## src/rtl/ctrl_pkg.sv

```systemverilog
// Pipeline control package: opcodes, ALU/immediate/result-path encodings
// and the Decode-to-Execute control bundle shared by decoder and pipeline.
package ctrl_pkg;

  localparam logic [6:0] OP_R      = 7'b0110011;
  localparam logic [6:0] OP_I      = 7'b0010011;
  localparam logic [6:0] OP_LOAD   = 7'b0000011;
  localparam logic [6:0] OP_STORE  = 7'b0100011;
  localparam logic [6:0] OP_BRANCH = 7'b1100011;
  localparam logic [6:0] OP_JAL    = 7'b1101111;
  localparam logic [6:0] OP_JALR   = 7'b1100111;
  localparam logic [6:0] OP_LUI    = 7'b0110111;
  localparam logic [6:0] OP_AUIPC  = 7'b0010111;

  typedef enum logic [3:0] {
    ALU_ADD  = 4'd0,
    ALU_SUB  = 4'd1,
    ALU_SLT  = 4'd2,
    ALU_SLTU = 4'd3,
    ALU_XOR  = 4'd4,
    ALU_OR   = 4'd5,
    ALU_AND  = 4'd6,
    ALU_SLL  = 4'd7,
    ALU_SRL  = 4'd8,
    ALU_SRA  = 4'd9
  } alu_func_e;

  typedef enum logic [2:0] {
    IMM_I = 3'd0,
    IMM_S = 3'd1,
    IMM_B = 3'd2,
    IMM_J = 3'd3,
    IMM_U = 3'd4
  } imm_fmt_e;

  typedef enum logic [1:0] {
    EX_ALU = 2'b00,
    EX_MEM = 2'b01,
    EX_PC4 = 2'b10,
    EX_IMM = 2'b11
  } expath_e;

  typedef struct packed {
    logic      valid;
    logic      reg_we;
    logic      mem_write;
    logic      branch;
    logic      jump;
    logic      jalr;
    logic      illegal;
    logic      op_a_src;
    logic      op_b_src;
    expath_e   expath;
    alu_func_e alu_func;
    logic [2:0] funct3;
  } ctrl_bundle_t;

  // funct7b5 picks SUB only for register ops (ADDI has no SUB form),
  // but picks SRA for both register and immediate shifts.
  function automatic alu_func_e alu_decode(
    input logic [2:0] f3,
    input logic       alt,
    input logic       is_r
  );
    alu_func_e f;
    case (f3)
      3'b000:  f = (alt && is_r) ? ALU_SUB : ALU_ADD;
      3'b001:  f = ALU_SLL;
      3'b010:  f = ALU_SLT;
      3'b011:  f = ALU_SLTU;
      3'b100:  f = ALU_XOR;
      3'b101:  f = alt ? ALU_SRA : ALU_SRL;
      3'b110:  f = ALU_OR;
      default: f = ALU_AND;
    endcase
    return f;
  endfunction

endpackage

```

## src/rtl/pipe_control_decoder.sv

```systemverilog
// Combinational instruction decoder (instr_decoder): op/funct3/funct7b5 in,
// control bundle and immediate format out; unsupported encodings -> illegal.
module instr_decoder
  import ctrl_pkg::*;
#(
  parameter bit EN_SHIFT = 1'b1
) (
  input  logic [6:0]   op,
  input  logic [2:0]   funct3,
  input  logic         funct7b5,
  output ctrl_bundle_t ctrl,
  output imm_fmt_e     imm_fmt
);

  logic ill;
  logic shift;

  always_comb begin
    ctrl    = '0;
    imm_fmt = IMM_I;
    ill     = 1'b0;
    shift   = (funct3[1:0] == 2'b01);
    unique case (1'b1)
      op == OP_R: begin
        ctrl.reg_we   = 1'b1;
        ctrl.alu_func = alu_decode(funct3, funct7b5, 1'b1);
        ill           = shift && !EN_SHIFT;
      end
      op == OP_I: begin
        ctrl.reg_we   = 1'b1;
        ctrl.op_b_src = 1'b1;
        ctrl.alu_func = alu_decode(funct3, funct7b5, 1'b0);
        ill           = shift && !EN_SHIFT;
      end
      op == OP_LOAD: begin
        ctrl.reg_we   = 1'b1;
        ctrl.op_b_src = 1'b1;
        ctrl.expath   = EX_MEM;
      end
      op == OP_STORE: begin
        ctrl.mem_write = 1'b1;
        ctrl.op_b_src  = 1'b1;
        imm_fmt        = IMM_S;
      end
      op == OP_BRANCH: begin
        ctrl.branch   = 1'b1;
        ctrl.alu_func = ALU_SUB;
        ctrl.funct3   = funct3;
        imm_fmt       = IMM_B;
        ill           = (funct3[2:1] == 2'b01);
      end
      op == OP_JAL: begin
        ctrl.reg_we = 1'b1;
        ctrl.jump   = 1'b1;
        ctrl.expath = EX_PC4;
        imm_fmt     = IMM_J;
      end
      op == OP_JALR: begin
        ctrl.reg_we   = 1'b1;
        ctrl.jump     = 1'b1;
        ctrl.jalr     = 1'b1;
        ctrl.op_b_src = 1'b1;
        ctrl.expath   = EX_PC4;
      end
      op == OP_LUI: begin
        ctrl.reg_we = 1'b1;
        ctrl.expath = EX_IMM;
        imm_fmt     = IMM_U;
      end
      op == OP_AUIPC: begin
        ctrl.reg_we   = 1'b1;
        ctrl.op_a_src = 1'b1;
        ctrl.op_b_src = 1'b1;
        imm_fmt       = IMM_U;
      end
      default: ill = 1'b1;
    endcase
    ctrl.valid = !ill;
    // An illegal encoding carries nothing but its illegal flag.
    if (ill) begin
      ctrl         = '0;
      ctrl.illegal = 1'b1;
      imm_fmt      = IMM_I;
    end
  end

endmodule

```

## src/rtl/pipe_control.sv

```systemverilog
// Pipeline control: Decode->Execute->Writeback control registers with
// stall/flush handling and Execute-stage branch resolution.
module pipe_control
  import ctrl_pkg::*;
#(
  parameter int ALUF_W   = 4,
  parameter bit EN_SHIFT = 1'b1
) (
  input  logic              clk,
  input  logic              reset,
  input  logic [6:0]        op,
  input  logic [2:0]        funct3,
  input  logic              funct7b5,
  input  logic              StallD,
  input  logic              FlushE,
  input  logic              zero,
  input  logic              negative,
  input  logic              carry,
  output logic [2:0]        ImmFormatD,
  output logic              RegWE_E,
  output logic              RegWE_W,
  output logic              OpBSrcE,
  output logic              OpASrcE,
  output logic [1:0]        ExPathE,
  output logic [ALUF_W-1:0] ALUFuncE,
  output logic              PCSrcE,
  output logic              JALRE,
  output logic              MemWriteE,
  output logic              IllegalE
);

  ctrl_bundle_t dec;
  ctrl_bundle_t e_q;
  imm_fmt_e     imm_fmt;
  logic         regwe_w_q;
  logic         cond;

  instr_decoder #(
    .EN_SHIFT(EN_SHIFT)
  ) u_dec (
    .op      (op),
    .funct3  (funct3),
    .funct7b5(funct7b5),
    .ctrl    (dec),
    .imm_fmt (imm_fmt)
  );

  always_comb begin
    cond = 1'b0;
    case (e_q.funct3)
      3'b000:  cond = zero;
      3'b001:  cond = !zero;
      3'b100:  cond = negative;
      3'b101:  cond = !negative;
      3'b110:  cond = !carry;
      3'b111:  cond = carry;
      default: cond = 1'b0;
    endcase
  end

  assign PCSrcE = e_q.valid & (e_q.jump | (e_q.branch & cond));

  // A redirect squashes the wrong-path instruction behind it, and a bubble
  // beats a stall. During a stall the illegal flag drops so it only pulses.
  always_ff @(posedge clk) begin
    if (reset) begin
      e_q       <= '0;
      regwe_w_q <= 1'b0;
    end else begin
      regwe_w_q <= e_q.reg_we;
      if (FlushE || PCSrcE) begin
        e_q <= '0;
      end else if (StallD) begin
        e_q.illegal <= 1'b0;
      end else begin
        e_q <= dec;
      end
    end
  end

  assign ImmFormatD = imm_fmt;
  assign RegWE_E    = e_q.reg_we;
  assign RegWE_W    = regwe_w_q;
  assign OpBSrcE    = e_q.op_b_src;
  assign OpASrcE    = e_q.op_a_src;
  assign ExPathE    = e_q.expath;
  assign ALUFuncE   = ALUF_W'(e_q.alu_func);
  assign JALRE      = e_q.jalr;
  assign MemWriteE  = e_q.mem_write;
  assign IllegalE   = e_q.illegal;

endmodule
```

## config.mk

```make
export PLATFORM = sky130hd
export DESIGN_NAME = pipe_control
export DESIGN_NICKNAME = d
export VERILOG_FILES = /design/src/rtl/ctrl_pkg.sv /design/src/rtl/pipe_control_decoder.sv /design/src/rtl/pipe_control.sv
export SDC_FILE = /design/constraint.sdc
export NUM_CORES = 1
export LEC_CHECK = 0
export ABC_AREA = 1
export CORE_MARGIN = 2
export CORE_UTILIZATION = 35
export CTS_CLUSTER_DIAMETER = 100
export CTS_CLUSTER_SIZE = 12
export DETAILED_ROUTE_END_ITERATION = 6
export GPL_TIMING_DRIVEN = 0
export PLACE_DENSITY_LB_ADDON = 0.05
export SYNTH_ARGS = -nofsm -noshare
export SYNTH_HDL_FRONTEND = slang
export SYNTH_SLANG_ARGS = --single-unit
```

## constraint.sdc

```tcl
create_clock -name clk -period 1.6 [get_ports clk]
set_input_delay 0.32 -clock clk [delete_from_list [all_inputs] [get_ports clk]]
set_output_delay 0.32 -clock clk [all_outputs]
set_load 0.05 [all_outputs]
```

==> summary.txt <==
STA
  – Setup violators final: 2
  – Setup ws final: -53.26 ps
  – Final Slew Violations: 0
  – RSZ-0062 raised after global routing: yes
  – Skew final: 11.82 ps
  – Final Cycle Share: 1.033
  – Slew HR: 0.6688
  – Worst-Margin Slew: about 500 ps
  – Max frequency: around 0.60 GHz
  – Min Clock Period, post-route: about 1700 ps
  – Final Hold Viols: 0

Power
  – Leakage power: 0.8668 nW
  – Overall power: between 0.0009 and 0.001 W
  – Max IR drop VDD: roughly 0.00036 V
  – Pwr/cell area: between 500 and 600 mW/mm^2

Route
  – DR iter-0 viols: 45
  – Vias/cell: ~4.6
  – # DRC: 0
  – Drt pass-1 iters: 4
  – DRT antenna net count: 0
  – Vias: ~1300
  – Post-Route WL: 3122 um
  – Routed WL per cell: about 11 um

Global route
  – Overall Global Routing Usage: 0.1766
  – Grt ovf: 0
  – Initial antenna violation count: 0
  – Vias in the first global route: 1133
  – Pin count of the biggest net entering global routing: 12
  – First-pass GRT wire length: a little under 5000 um

Place
  – Area post-placement: between 0.0015 and 0.002 mm^2
  – Port buffer count: 33
  – Final RePlAce weighted congestion: between 0.8 and 0.9
  – Post-DP HPWL: 2168 um

Floorplanning
  – Starting Density: 0.3566
  – Die Y: about 60 um
  – Core Box Area: 0.003284 mm^2
  – Ports: 35
  – Die ar.: between 0.003 and 0.004 mm^2
  – Die width: between 60 and 70 um
  – Site Rows: 21

Logic synthesis
  – Mapped Cells: approximately 180
  – Ys Warns: 0
  – Dominant cell type by area after synthesis: dfxtp_1
  – Sequential share of the synthesized area: 0.3248
  – Ranking of synthesized cells by area: dfxtp_1 32%, nand2_1 14%, nor2_1 11%
  – Mean Syn Cell Area: approximately 6.4 um^2
  – Netlist cell types: 23
  – Top cell type's share of synthesized area: 0.3248
  – Mapped cell area: 0.001171 mm^2
  – #FFs+latches synth: 19
  – Syn nets: 200

Setup path
  – Critical path peak fanout: 4
  – Critical-path top delay cell: dfxtp_2
  – Worst setup EP type: primary output
  – Most used cell, CP: nand2_1
  – Max incr delay on CP: approximately 380 ps
  – CP Class: reg -> out
  – Critical-path cell list: inv_2 -> nand2_1 -> nand3_1 -> nand3_1 -> nand2_1 -> nand2_1 -> nand2_1 -> nand2_2 -> inv_2 -> buf_8
  – Worst Setup Start Kind: register
  – Crit path DAT: roughly 1300 ps
  – Critical Path RT: ~1300 ps

Final layout
  – Utilization after layout: 0.5261
  – Area growth syn-to-layout: 47.54%
  – Post-layout net count: 250
  – Antenna Cells: 0
  – Share of cells above drive strength 1: 0.3247
  – Fin area: around 0.0017 mm^2

Clocking
  – Clock latency on the worst-skew pair: ~320 ps
  – Clock buffer count from CTS: 3
  – Number of hold buffers added after CTS: 0
  – Clock root cell: clkbuf_4
  – H-Tree Depth: 1
  – Clock tree sinks: 19
  – CTS tree: done
  – CTS Buffer Depth: 2
  – Clk slew on worst S/H paths: 130 ps

Flow run
  – Max cap viols: 0

Min path
  – Hold Path Class: in -> reg

Outcome
  – Failing checks: setup timing
  – Outcome: finished with violations
-- critical path: cells and delay by family (launching register included) --
kind                   cells  cell delay [ps]
AND/OR/NAND/NOR            7              430
buffers and inverters      3              230
flip-flops                 1              380
-- what timing repair did --
| action | CTS | global route |
|---|---|---|
| setup endpoints to repair | 17 | 10 |
| buffers inserted | 5 | 7 |
| pin swaps | 3 | 12 |
| hold endpoints to repair | 0 | 0 |
| resized for setup | 83 | 30 |
-- area by class of cell --
class | instances | area [um^2]
clock inverter | 1 | 5.005
inverter | 27 | 107.6
buffer | 10 | 71.32
timing repair buffer | 45 | 364.1
clock buffer | 3 | 22.52
fill | 353 | 1556
tap | 46 | 57.56
multi-input combinational | 126 | 716.9
sequential | 19 | 382.9
-- power breakdown --
| group | internal (W) | total, W | switching (W) |
|---|---|---|---|
| Combinational | 0.0000762 | 0.000190 | 0.000114 |
| Sequential | 0.000476 | 0.000477 | 0.00000107 |
| Clock | 0.0000937 | 0.000268 | 0.000175 |
-- cell usage in the layout (no fill, tap or decap) --
cell / netlist / routed
o22ai_1: 2 / 2
clkinvlp_4: 0 / 1
clkbuf_4: 0 / 4
dfxtp_2: 0 / 2
nand2_2: 3 / 6
nand3b_4: 1 / 1
nand2_1: 44 / 39
a21boi_0: 3 / 3
buf_4: 6 / 16
nand4_1: 5 / 5
dlymetal6s2s_1: 0 / 2
nor2_1: 34 / 27
clkbuf_2: 0 / 10
nor3_1: 3 / 3
inv_1: 25 / 21
o21ai_4: 0 / 1
nand3_2: 0 / 1
inv_2: 2 / 4
mux2i_1: 3 / 3
buf_8: 0 / 2
a21oi_1: 4 / 4
buf_6: 1 / 4
nand2_4: 2 / 4
dlygate4sd2_1: 0 / 10
clkinv_2: 0 / 1
nor2_4: 2 / 10
buf_2: 3 / 6
o21ai_0: 8 / 8
inv_4: 0 / 1
nor3_4: 0 / 1
dfxtp_1: 19 / 17
clkdlybuf4s50_1: 0 / 4
nand3_1: 9 / 8
-- cells by family after synthesis --
kind of cell	count (synthesis)	synth area share
flip-flops	19	0.3248
buffers and inverters	37	0.1474
AO/OA/AOI/OAI	18	0.08868
AND/OR/NAND/NOR	105	0.4135
multiplexers	3	0.02564
-- cells in the mapped netlist (all sizes together) --
cell type	instances
nand4	5
dfxtp	19
nor2	37
o21ai	9
o22ai	2
nand2	49
mux2i	3
a21oi	4
buf	10
nand3	9
inv	27
a21boi	3
nor3	4
nand3b	1
-- metal layers --
metal	vias up	global-route usage	wire (um)
met3	9	0.02692	152
met4	0	0.09422	110
met2	31	0.2947	1490
met5	-	0	0
li1	661	-	-
met1	571	0.2184	1369
-- registers in the layout, indices dropped and copies added, names as in the netlist --
register   cells
OpASrcE        1
MemWriteE      1
ExPathE        2
JALRE          1
IllegalE       1
RegWE_W        1
RegWE_E        1
e_q            6
ALUFuncE       4
OpBSrcE        1
-- through the flow --
stage	setup TNS, ps	setup slack, ps	cells	hold WS [ps]
5_1_grt	-316.5	-184.4	277	473.7
6_report	-103.9	-53.26	277	410.0
3_5_place_dp	-7217	-1276	261	438.6
3_3_place_gp	-6631	-1287	261	431.6
4_1_cts	-272.5	-195.8	270	410.6
2_1_floorplan	-294.1	-294.1	182	392.4
-- final timing paths --
path                                      startpoint                       end  slack, ps  cells after the start
worst max-delay path             e_q[2]$_SDFFE_PP0N_                    PCSrcE        -50                     10
worst max register to register   e_q[2]$_SDFFE_PP0N_       IllegalE$_SDFF_PP0_        230                     12
worst min-delay path                          StallD  ALUFuncE[1]$_SDFFE_PP0N_        410                      5
worst min register to register  RegWE_E$_SDFFE_PP0N_        RegWE_W$_SDFF_PP0_        450                      2
Note: power is estimated with default switching activity, not from simulation.
